### src/rtl/lcd_pkg.sv
// Shared definitions for the LCD timing generator: pattern modes, colour-bar
// palette and the default 320x240 panel timing.
package lcd_pkg;

  typedef enum logic [1:0] {
    MODE_SOLID = 2'd0,
    MODE_HBAND = 2'd1,
    MODE_VBAR  = 2'd2,
    MODE_CHECK = 2'd3
  } lcd_mode_e;

  // {r,g,b} on/off per palette index; each bit expands to a full-scale channel.
  localparam logic [2:0] PALETTE [8] = '{
    3'b111,  // white
    3'b110,  // yellow
    3'b011,  // cyan
    3'b010,  // green
    3'b101,  // magenta
    3'b100,  // red
    3'b001,  // blue
    3'b000   // black
  };

  localparam int LCD_H_PERIOD = 429;
  localparam int LCD_H_PWIDTH = 11;
  localparam int LCD_H_BPORCH = 42;
  localparam int LCD_H_ACTIVE = 320;
  localparam int LCD_V_PERIOD = 262;
  localparam int LCD_V_PWIDTH = 3;
  localparam int LCD_V_BPORCH = 7;
  localparam int LCD_V_ACTIVE = 240;

endpackage

### src/rtl/lcd_pattern_gen.sv
// Built-in test-pattern colour for the current pixel. Band indices come from
// running sub-counters restarted at the first active pixel/line (no divider).
module lcd_pattern_gen
  import lcd_pkg::*;
#(
  parameter int CW        = 6,
  parameter int CNT_W     = 10,
  parameter int H_ACTIVE  = LCD_H_ACTIVE,
  parameter int V_ACTIVE  = LCD_V_ACTIVE,
  parameter int CHK_SHIFT = 4
) (
  input  logic            clk,
  input  logic            res_n,
  input  logic            h_act,
  input  logic            v_act,
  input  logic            h_first,
  input  logic            v_first,
  input  logic            line_end,
  input  logic [CNT_W-1:0] px_x,
  input  logic [CNT_W-1:0] px_y,
  input  lcd_mode_e       mode,
  input  logic [3*CW-1:0] solid_rgb,
  output logic [CW-1:0]   r,
  output logic [CW-1:0]   g,
  output logic [CW-1:0]   b
);

  localparam logic [CNT_W-1:0] H_STEP_LAST = CNT_W'(H_ACTIVE / 8 - 1);
  localparam logic [CNT_W-1:0] V_STEP_LAST = CNT_W'(V_ACTIVE / 8 - 1);

  logic [CNT_W-1:0] hsub_q, vsub_q, hsub_cur, vsub_cur;
  logic [2:0]       hband_q, vband_q, hband_cur, vband_cur;
  logic [2:0]       pal;
  logic [3*CW-1:0]  rgb;
  logic             coord_unused;

  // The first active pixel/line restarts its band from zero.
  assign hsub_cur  = h_first ? '0 : hsub_q;
  assign hband_cur = h_first ? '0 : hband_q;
  assign vsub_cur  = v_first ? '0 : vsub_q;
  assign vband_cur = v_first ? '0 : vband_q;

  always_ff @(posedge clk or negedge res_n) begin
    if (!res_n) begin
      hsub_q  <= '0;
      hband_q <= '0;
      vsub_q  <= '0;
      vband_q <= '0;
    end else begin
      if (h_act) begin
        if (hsub_cur == H_STEP_LAST) begin
          hsub_q  <= '0;
          hband_q <= (hband_cur == 3'd7) ? 3'd7 : hband_cur + 3'd1;
        end else begin
          hsub_q  <= hsub_cur + CNT_W'(1);
          hband_q <= hband_cur;
        end
      end
      if (line_end && v_act) begin
        if (vsub_cur == V_STEP_LAST) begin
          vsub_q  <= '0;
          vband_q <= (vband_cur == 3'd7) ? 3'd7 : vband_cur + 3'd1;
        end else begin
          vsub_q  <= vsub_cur + CNT_W'(1);
          vband_q <= vband_cur;
        end
      end
    end
  end

  always_comb begin
    // NOTE: every output of this block gets a default first so no latch is inferred.
    pal = PALETTE[7];
    rgb = '0;
    case (mode)
      MODE_HBAND: pal = PALETTE[vband_cur];
      MODE_VBAR:  pal = PALETTE[hband_cur];
      MODE_CHECK: pal = (px_x[CHK_SHIFT] ^ px_y[CHK_SHIFT]) ? PALETTE[0] : PALETTE[7];
      default:    pal = PALETTE[7];
    endcase
    if (mode == MODE_SOLID) rgb = solid_rgb;
    else                    rgb = {{CW{pal[2]}}, {CW{pal[1]}}, {CW{pal[0]}}};
  end

  assign {r, g, b} = rgb;

  // Only the checker bit of each coordinate matters here.
  assign coord_unused = ^{px_x, px_y};

endmodule

### src/rtl/lcd_timing_gen.sv
// Parametrised parallel RGB LCD timing generator: HSYNC/VSYNC/DE, active-area
// coordinates, frame-start strobe and a frame-latched test pattern.
module lcd_timing_gen
  import lcd_pkg::*;
#(
  parameter int CW        = 6,
  parameter int CNT_W     = 10,
  parameter int H_PERIOD  = LCD_H_PERIOD,
  parameter int H_PWIDTH  = LCD_H_PWIDTH,
  parameter int H_BPORCH  = LCD_H_BPORCH,
  parameter int H_ACTIVE  = LCD_H_ACTIVE,
  parameter int V_PERIOD  = LCD_V_PERIOD,
  parameter int V_PWIDTH  = LCD_V_PWIDTH,
  parameter int V_BPORCH  = LCD_V_BPORCH,
  parameter int V_ACTIVE  = LCD_V_ACTIVE,
  parameter bit HS_POL    = 1'b0,
  parameter bit VS_POL    = 1'b0,
  parameter int CHK_SHIFT = 4
) (
  input  logic             clk,
  input  logic             res_n,
  input  logic             enable,
  input  logic [1:0]       mode,
  input  logic [3*CW-1:0]  solid_rgb,
  output logic             hsync,
  output logic             vsync,
  output logic             de,
  output logic [CW-1:0]    r,
  output logic [CW-1:0]    g,
  output logic [CW-1:0]    b,
  output logic [CNT_W-1:0] px_x,
  output logic [CNT_W-1:0] px_y,
  output logic             frame_start
);

  if (H_PWIDTH >= H_PERIOD) begin : g_bad_hpw
    $error("H_PWIDTH must be less than H_PERIOD");
  end
  if (H_BPORCH + H_ACTIVE > H_PERIOD) begin : g_bad_hact
    $error("H_BPORCH + H_ACTIVE exceeds H_PERIOD");
  end
  if (V_BPORCH + V_ACTIVE > V_PERIOD) begin : g_bad_vact
    $error("V_BPORCH + V_ACTIVE exceeds V_PERIOD");
  end
  if (H_ACTIVE < 8 || V_ACTIVE < 8) begin : g_bad_small
    $error("H_ACTIVE and V_ACTIVE must be at least 8");
  end
  if (H_PERIOD > 2**CNT_W || V_PERIOD > 2**CNT_W || CHK_SHIFT >= CNT_W) begin : g_bad_cnt_w
    $error("CNT_W too narrow for the panel timing");
  end

  localparam logic [CNT_W-1:0] H_LAST = CNT_W'(H_PERIOD - 1);
  localparam logic [CNT_W-1:0] V_LAST = CNT_W'(V_PERIOD - 1);
  localparam logic [CNT_W-1:0] H_PW   = CNT_W'(H_PWIDTH);
  localparam logic [CNT_W-1:0] V_PW   = CNT_W'(V_PWIDTH);
  localparam logic [CNT_W-1:0] H_BP   = CNT_W'(H_BPORCH);
  localparam logic [CNT_W-1:0] V_BP   = CNT_W'(V_BPORCH);
  localparam logic [CNT_W-1:0] H_END  = CNT_W'(H_BPORCH + H_ACTIVE);
  localparam logic [CNT_W-1:0] V_END  = CNT_W'(V_BPORCH + V_ACTIVE);

  logic [CNT_W-1:0] hc, vc, x_cur, y_cur;
  logic             line_end, frame_end, h_act, v_act, act, frame_first;
  lcd_mode_e        mode_q;
  logic [3*CW-1:0]  solid_q;
  logic [CW-1:0]    pat_r, pat_g, pat_b;

  assign line_end    = (hc == H_LAST);
  assign frame_end   = (vc == V_LAST);
  assign h_act       = (hc >= H_BP) && (hc < H_END);
  assign v_act       = (vc >= V_BP) && (vc < V_END);
  assign act         = h_act && v_act;
  assign x_cur       = act ? hc - H_BP : '0;
  assign y_cur       = act ? vc - V_BP : '0;
  assign frame_first = (hc == '0) && (vc == '0);

  always_ff @(posedge clk or negedge res_n) begin
    // NOTE: state is updated with non-blocking assignments so every register samples pre-edge values.
    if (!res_n) begin
      hc <= '0;
      vc <= '0;
    end else if (!enable) begin
      hc <= '0;
      vc <= '0;
    end else begin
      hc <= line_end ? '0 : hc + CNT_W'(1);
      if (line_end) vc <= frame_end ? '0 : vc + CNT_W'(1);
    end
  end

  lcd_pattern_gen #(
    .CW        (CW),
    .CNT_W     (CNT_W),
    .H_ACTIVE  (H_ACTIVE),
    .V_ACTIVE  (V_ACTIVE),
    .CHK_SHIFT (CHK_SHIFT)
  ) u_pattern (
    .clk       (clk),
    .res_n     (res_n),
    .h_act     (h_act),
    .v_act     (v_act),
    .h_first   (hc == H_BP),
    .v_first   (vc == V_BP),
    .line_end  (line_end),
    .px_x      (x_cur),
    .px_y      (y_cur),
    .mode      (mode_q),
    .solid_rgb (solid_q),
    .r         (pat_r),
    .g         (pat_g),
    .b         (pat_b)
  );

  // Outputs are one register stage behind (hc,vc); pattern settings change only at frame start.
  always_ff @(posedge clk or negedge res_n) begin
    if (!res_n) begin
      hsync       <= ~HS_POL;
      vsync       <= ~VS_POL;
      de          <= 1'b0;
      r           <= '0;
      g           <= '0;
      b           <= '0;
      px_x        <= '0;
      px_y        <= '0;
      frame_start <= 1'b0;
      mode_q      <= MODE_SOLID;
      solid_q     <= '0;
    end else if (!enable) begin
      hsync       <= ~HS_POL;
      vsync       <= ~VS_POL;
      de          <= 1'b0;
      r           <= '0;
      g           <= '0;
      b           <= '0;
      px_x        <= '0;
      px_y        <= '0;
      frame_start <= 1'b0;
    end else begin
      hsync       <= (hc < H_PW) ? HS_POL : ~HS_POL;
      vsync       <= (vc < V_PW) ? VS_POL : ~VS_POL;
      de          <= act;
      r           <= act ? pat_r : '0;
      g           <= act ? pat_g : '0;
      b           <= act ? pat_b : '0;
      px_x        <= x_cur;
      px_y        <= y_cur;
      frame_start <= frame_first;
      if (frame_first) begin
        mode_q  <= lcd_mode_e'(mode);
        solid_q <= solid_rgb;
      end
    end
  end

endmodule

### config.mk
export PLATFORM = sky130hd
export DESIGN_NAME = lcd_timing_gen
export DESIGN_NICKNAME = d
export VERILOG_FILES = /design/src/rtl/lcd_pkg.sv /design/src/rtl/lcd_pattern_gen.sv /design/src/rtl/lcd_timing_gen.sv
export SDC_FILE = /design/constraint.sdc
export NUM_CORES = 1
export LEC_CHECK = 0
export ABC_AREA = 1
export CAP_MARGIN = 30
export CORE_MARGIN = 2
export CORE_UTILIZATION = 54
export CTS_BUF_LIST = sky130_fd_sc_hd__clkbuf_8
export DETAILED_ROUTE_END_ITERATION = 6
export HOLD_SLACK_MARGIN = 0.05
export PLACE_DENSITY = 0.77
export SETUP_SLACK_MARGIN = 0.4
export SLEW_MARGIN = 20
export SYNTH_ARGS = -nofsm -noshare
export SYNTH_HDL_FRONTEND = slang
export SYNTH_SLANG_ARGS = --single-unit
### constraint.sdc
create_clock -name clk -period 4.4 [get_ports clk]
set_input_delay 0.88 -clock clk [delete_from_list [all_inputs] [get_ports clk]]
set_output_delay 0.88 -clock clk [all_outputs]
set_load 0.005 [all_outputs]
=== Word level (Yosys, flattened, before mapping) ===
Memory sizes are Yosys's and may differ from the RTL's.
Cells that the tools add are included.
Widths: inputs -> output; s select.

* Input port bits: 23
* ROM bits: 48
* Register bits after elaboration: 108
* Memories: 2

{| class="wikitable"
|+ Memories
! memory !! depth !! width !! read ports !! clocked after Yosys merged registers in !! wr ports !! RTL line !! source
|-
| (no name shown) || 8 || 3 || 1 || 0 || 0 || lcd_pattern_gen.sv:76 || <nowiki>MODE_HBAND: pal = PALETTE[vband_cur];</nowiki>
|-
| (no name shown) || 8 || 3 || 1 || 0 || 0 || lcd_pattern_gen.sv:77 || <nowiki>MODE_VBAR: pal = PALETTE[hband_cur];</nowiki>
|}

* Order comparisons: 8
* $add $sub $neg: 8
* Muxes and demuxes: 38
* Reduce and logical (&&, ||, !) cells: 9
* Bitwise logic cells: 3
* Eq/ne operators: 12

{| class="wikitable"
|+ Operators with widths
! operator !! count
|-
| $mux 10 || 13
|-
| $add 10x1->10 const B || 4
|-
| $mux 6 || 6
|-
| $mux 3 || 11
|-
| $eq 10x6->1 const B || 2
|-
| $eq 10x9->1 const B || 2
|-
| $logic_not 10->1 || 2
|-
| $mux 18 || 1
|-
| $eq 10x3->1 const B || 1
|-
| $eq 10x5->1 const B || 1
|-
| $ge 10x3->1 const B || 1
|-
| $ge 10x6->1 const B || 1
|-
| $lt 10x2->1 const B || 1
|-
| $lt 10x4->1 const B || 1
|-
| $lt 10x8->1 const B || 1
|-
| $lt 10x9->1 const B || 1
|-
| $sub 10x3->10 const B || 1
|-
| $sub 10x6->10 const B || 1
|-
| $pmux 3 s3 || 1
|-
| $ge 4x4->1 const B || 2
|-
| $not 3->4 || 2
|-
| $add 3x1->3 const B || 2
|-
| $eq 3x3->1 const B || 2
|-
| $mux 1 || 6
|-
| other kinds (7) || 12
|}

=== Logic depth before layout (Yosys ltp) ===
* Depth in word-level cells: 10
* Depth in mapped cells: 16

=== Modules after synthesis ===
Synthesis repeated with hierarchy kept, for this count alone.

* Cell total of the unflattened synthesis: 781
* Area total of the unflattened synthesis: 6028.3 µm²

{| class="wikitable"
|+ Modules (own cells, without submodules)
! module !! cells each !! area an instance (µm²) !! instances !! seq. area each (µm²)
|-
| lcd_timing_gen || 460 || 3952.5 || 1 || 2054.5
|-
| lcd_pattern_gen || 321 || 2075.7 || 1 || 650.6
|}

=== Worst setup path before layout ===
OpenSTA, ideal clock, no wires.

* Path type: flip-flop to flip-flop
* Start point: register vc[0]
* End point: register u_pattern.vsub_q[0]
* Data required time: 4259 ps
* Clock period less this slack: 2325 ps
* Arrival: 2184 ps
* Library setup time: 141 ps
* Path buffers: 0
* Stages on the path, launching flop included: 15
* Setup slack: 2075 ps
* Cell sequence: dfrtp_1 ha_1 nand2_2 nor2_1 nand2_2 inv_2 nor2_1 ha_1 nand2_1 nor4_1 nand2_1 nor2_2 nor2_2 inv_1 o22ai_1

* Cells in the longest elaborated chain, start to end: 4
* Elaborated cells between the ends (all ways): 9
* Those cells by class: add/sub: 1; order compare: 2; eq/ne: 2; mux: 2; reduce/logical: 2

{| class="wikitable"
|+ Ends and longest elaborated chain
! element !! RTL line !! source
|-
| start, declared || lcd_timing_gen.sv:61 || <nowiki>logic [CNT_W-1:0] hc, vc, x_cur, y_cur;</nowiki>
|-
| start signal, assigned || lcd_timing_gen.sv:86 || <nowiki>if (line_end) vc <= frame_end ? '0 : vc + CNT_W'(1);</nowiki>
|-
| $eq 10x3->1 || lcd_timing_gen.sv:102 || <nowiki>.v_first (vc == V_BP),</nowiki>
|-
| $mux 10 || lcd_pattern_gen.sv:40 || <nowiki>assign vsub_cur = v_first ? '0 : vsub_q;</nowiki>
|-
| $add 10x1->10 or $eq 10x5->1 (tied branches) || lcd_pattern_gen.sv:64, lcd_pattern_gen.sv:60 ||
|-
| $mux 10 || lcd_pattern_gen.sv:60 || <nowiki>if (vsub_cur == V_STEP_LAST) begin</nowiki>
|-
| end signal, assigned || lcd_pattern_gen.sv:64 || <nowiki>vsub_q <= vsub_cur + CNT_W'(1);</nowiki>
|-
| end, declared || lcd_pattern_gen.sv:31 || <nowiki>logic [CNT_W-1:0] hsub_q, vsub_q, hsub_cur, vsub_cur;</nowiki>
|}

Several ways; a longest one is shown, not always the timed one.
A chain may end at the register's enable or synchronous reset.

=== Final worst setup path ===
Same ends and word-level chain as after synthesis.

==> out/metrics.cfg <==
[worst_setup_path]
cp-start-kind=flip-flop
crit_type=flip-flop to flip-flop
cpPeakStageDelay_ns=0.45
required_ns=4.65
worstSetupEndpointType=flip-flop
arrival_ns=3.13
reg2regPathDepth=14
worstPathMaxFanout=16
path_cells=ha_1 -> nand2_2 -> nor2_1 -> nand2_2 -> inv_2 -> nor2_1 -> ha_1 -> nand2_1 -> nor4_1 -> nand2_1 -> nor2_2 -> nor2_2 -> inv_1 -> o22ai_1
cp.depth=14
crit_slowest_cell=dfrtp_1
cp_num_buf_inv=2
crit_family=simple AND/OR/NAND/NOR gates

[yosys]
syn-instance-count=671
synth_flop_cell=dfrtp_1
synth_top_family_by_area=simple AND/OR/NAND/NOR gates
synth-adder-area-share_pct=2.99
synth_top_area_share_pct=48.8
synth_edf_count=0
syn-cell-area_mm2=0.00544
synth_xor_xnor_area_share_pct=2.41
synth-simple-area-share_pct=32.7
synth-compound-area-share_pct=5.40
synthTopCellsByCount=195 x nand2_1, 108 x nor2_1, 106 x dfrtp_1, 60 x inv_1, 38 x nand3_1
synth-seq-area-share_pct=49.7
muxShareOfSynthArea_pct=0
synthTopCellsByArea=dfrtp_1 49%, nand2_1 13%, nor2_1 7.5%
synthArstFlopShare_pct=100
ys_seq_elements=108
yosysMostFrequentCell=nand2_1
yosysTopAreaCell=dfrtp_1
synth_fp_nets=707
syn-mean-instance-area_um2=8.11
yosysUniqueCellTypes=43
ys_warn_count=0

[cells_and_area]
layout.nets=769
final_cells=871
multi_input_area_mm2=0.00237
drive_gt1_share_pct=8.27
antenna-diode-count=0
final_area_mm2=0.00640
seqCellArea_mm2=0.00271
area_growth_pct=17.6
final.fill_count=840

[power]
switchingPower_mw=0.514
swShare_pct=26.3
ir_drop_mv=0.200
p_leak_nw=3.19
p_clk_share_pct=35.3
intPower_mw=1.44
combPwrFrac_pct=9.6
seqPwrFrac_pct=55.1
power_density_mw_per_mm2=306

[cts]
post_cts_buffers=0
clock_path_buffers=2
ctsHoldBuffers=0
cts_tree=built
cts.repair.resized=0
cts_buffers=9
ctsRootBufferMaster=clkbuf_8
clkLatencyLatePin_ns=0.39
clk_pin_slew_ns=0.10
htreeDepth=3
cts_sinks=108

[run_status]
status=finished, final reports clean

[placement]
dp_hpwl_um=8300
dpl.cell_count=854
gp_congestion=0.916
io_buffers=64
placed_cell_area_mm2=0.00615

[floorplanning]
rows=36
core-area_mm2=0.00977
die_area_mm2=0.0109
die_h_um=104
start_util_pct=55.7
io_pins=65
fp.dieW_um=104

[timing]
period_minus_slack_ns=2.88
setup_violations=0
finalHoldViolations=0
tns_ns=0
fmax_ghz=0.347
slew_headroom_pct=54.1
final_max_slew_viol_count=0
clock_skew_ns=0.0165
layout_worst_path_cycle_share_pct=65.5
tightestPinTransition_ns=0.686
rsz0062_at_grt=no

[drt]
drt_wl_total_um=11600
first_pass_iters=6
drt_iter0_markers=283
num_vias=4477
wl_per_cell_um=13.3
ant_nets=0
drc=0
routed_via_density=5.14

[flow_run]
max_cap_violations=0

[hold_path]
hp-class=input pin to asynchronous set/reset pin

[global_route]
grt_use_total_pct=21.9
grt_pass1_vias=4120
grt_pass1_wl_um=19400
antenna_found_initial=0
grt_overflow=0
grt_max_degree=73

-- cell families after synthesis --
kind of cell               count (synthesis)
AOI/OAI and AO/OA                         53
buffers and inverters                     84
and+or+nand+nor                          397
adders and majority gates                 13
DFF                                      108
xor gates and xnor gates                  15
other                                      1
-- cell usage in the layout, fill, tap and decap left out, types with 3 or more instances in the layout --
master and n:
nand2_1 195, nor2_1 108, dfrtp_1 106, clkdlybuf4s50_1 63
inv_1 60, nand3_1 38, o21ai_0 24, xor2_1 14
ha_1 13, nor2_4 11, nand4_1 9, a21oi_1 9
clkbuf_8 9, nor3_1 8, nand2_2 6, inv_2 6
o21ai_1 6, o22ai_1 5, nand3b_1 5, nor2_2 3
a31oi_1 3, nand3_2 3
-- registers in the layout (all words and copies together) (netlist names), 6 cells and up --
register	count
solid_q	18
hc	10
px_x	10
px_y	10
u_pattern.hsub_q	10
u_pattern.vsub_q	10
vc	10
b	6
g	6
r	6
-- worst register-to-register path: stages, from the launching register on --
cell and delay (ns):
dfrtp_1 0.45, ha_1 0.27, nand2_2 0.12, nor2_1 0.06, nand2_2 0.24, inv_2 0.13, nor2_1 0.31, ha_1 0.21
nand2_1 0.05, nor4_1 0.25, nand2_1 0.10, nor2_2 0.25, nor2_2 0.08, inv_1 0.14, o22ai_1 0.08
-- power by group through the flow --
stage	combinational [mW]	clock, mW	sequential [mW]
2_1_floorplan	0.119	0	1.09
6_report	0.188	0.690	1.08
4_1_cts	0.188	0.707	1.08
3_5_place_dp	0.188	0	1.10
5_1_grt	0.218	0.733	1.08
3_3_place_gp	0.181	0	1.09
-- worst paths after layout --
kind	from	endpoint	slack (ns)
max in group asynchronous	res_n	b[1]$_DFF_PN0_	2.92
setup / recovery	vc[0]$_DFFE_PN0P_	u_pattern.vsub_q[0]$_DFFE_PN0P_	1.52
min in group clk	u_pattern.vsub_q[9]$_DFFE_PN0P_	u_pattern.vsub_q[9]$_DFFE_PN0P_	0.49
hold / removal	res_n	px_x[0]$_DFF_PN0_	0.42
hold reg to reg	u_pattern.vsub_q[9]$_DFFE_PN0P_	u_pattern.vsub_q[9]$_DFFE_PN0P_	0.49
setup reg to reg	vc[0]$_DFFE_PN0P_	u_pattern.vsub_q[0]$_DFFE_PN0P_	1.52
-- layer usage --
layer / track usage [%] / up-vias / part of all wire, %
met5: 0 / - / 0
met4: 6.95 / 0 / 1.6
met3: 3.07 / 15 / 4.6
met2: 36.8 / 123 / 50
met1: 29.4 / 2104 / 44
li1: - / 2235 / -
-- per-stage QoR --
step	total power [mW]	utilization, %	worst slack, ns	hold WS, ns
2_1_floorplan	1.20	-	2.07	0.449
6_report	1.96	65.5	1.52	0.417
3_3_place_gp	1.27	62.9	1.50	0.464
3_5_place_dp	1.28	62.9	1.34	0.466
4_1_cts	1.97	65.3	1.54	0.492
5_1_grt	2.03	65.5	1.27	0.446
-- area by class of cell --
type | count | area share (%)
clock buffer | 9 | 1.94
clock inverter | 7 | 1.66
inverter | 69 | 4.11
multi-input combinational | 479 | 37.0
sequential | 108 | 42.3
tap | 133 | 2.60
timing repair buffer | 66 | 10.4
Note: power is estimated with default switching activity, not from simulation.
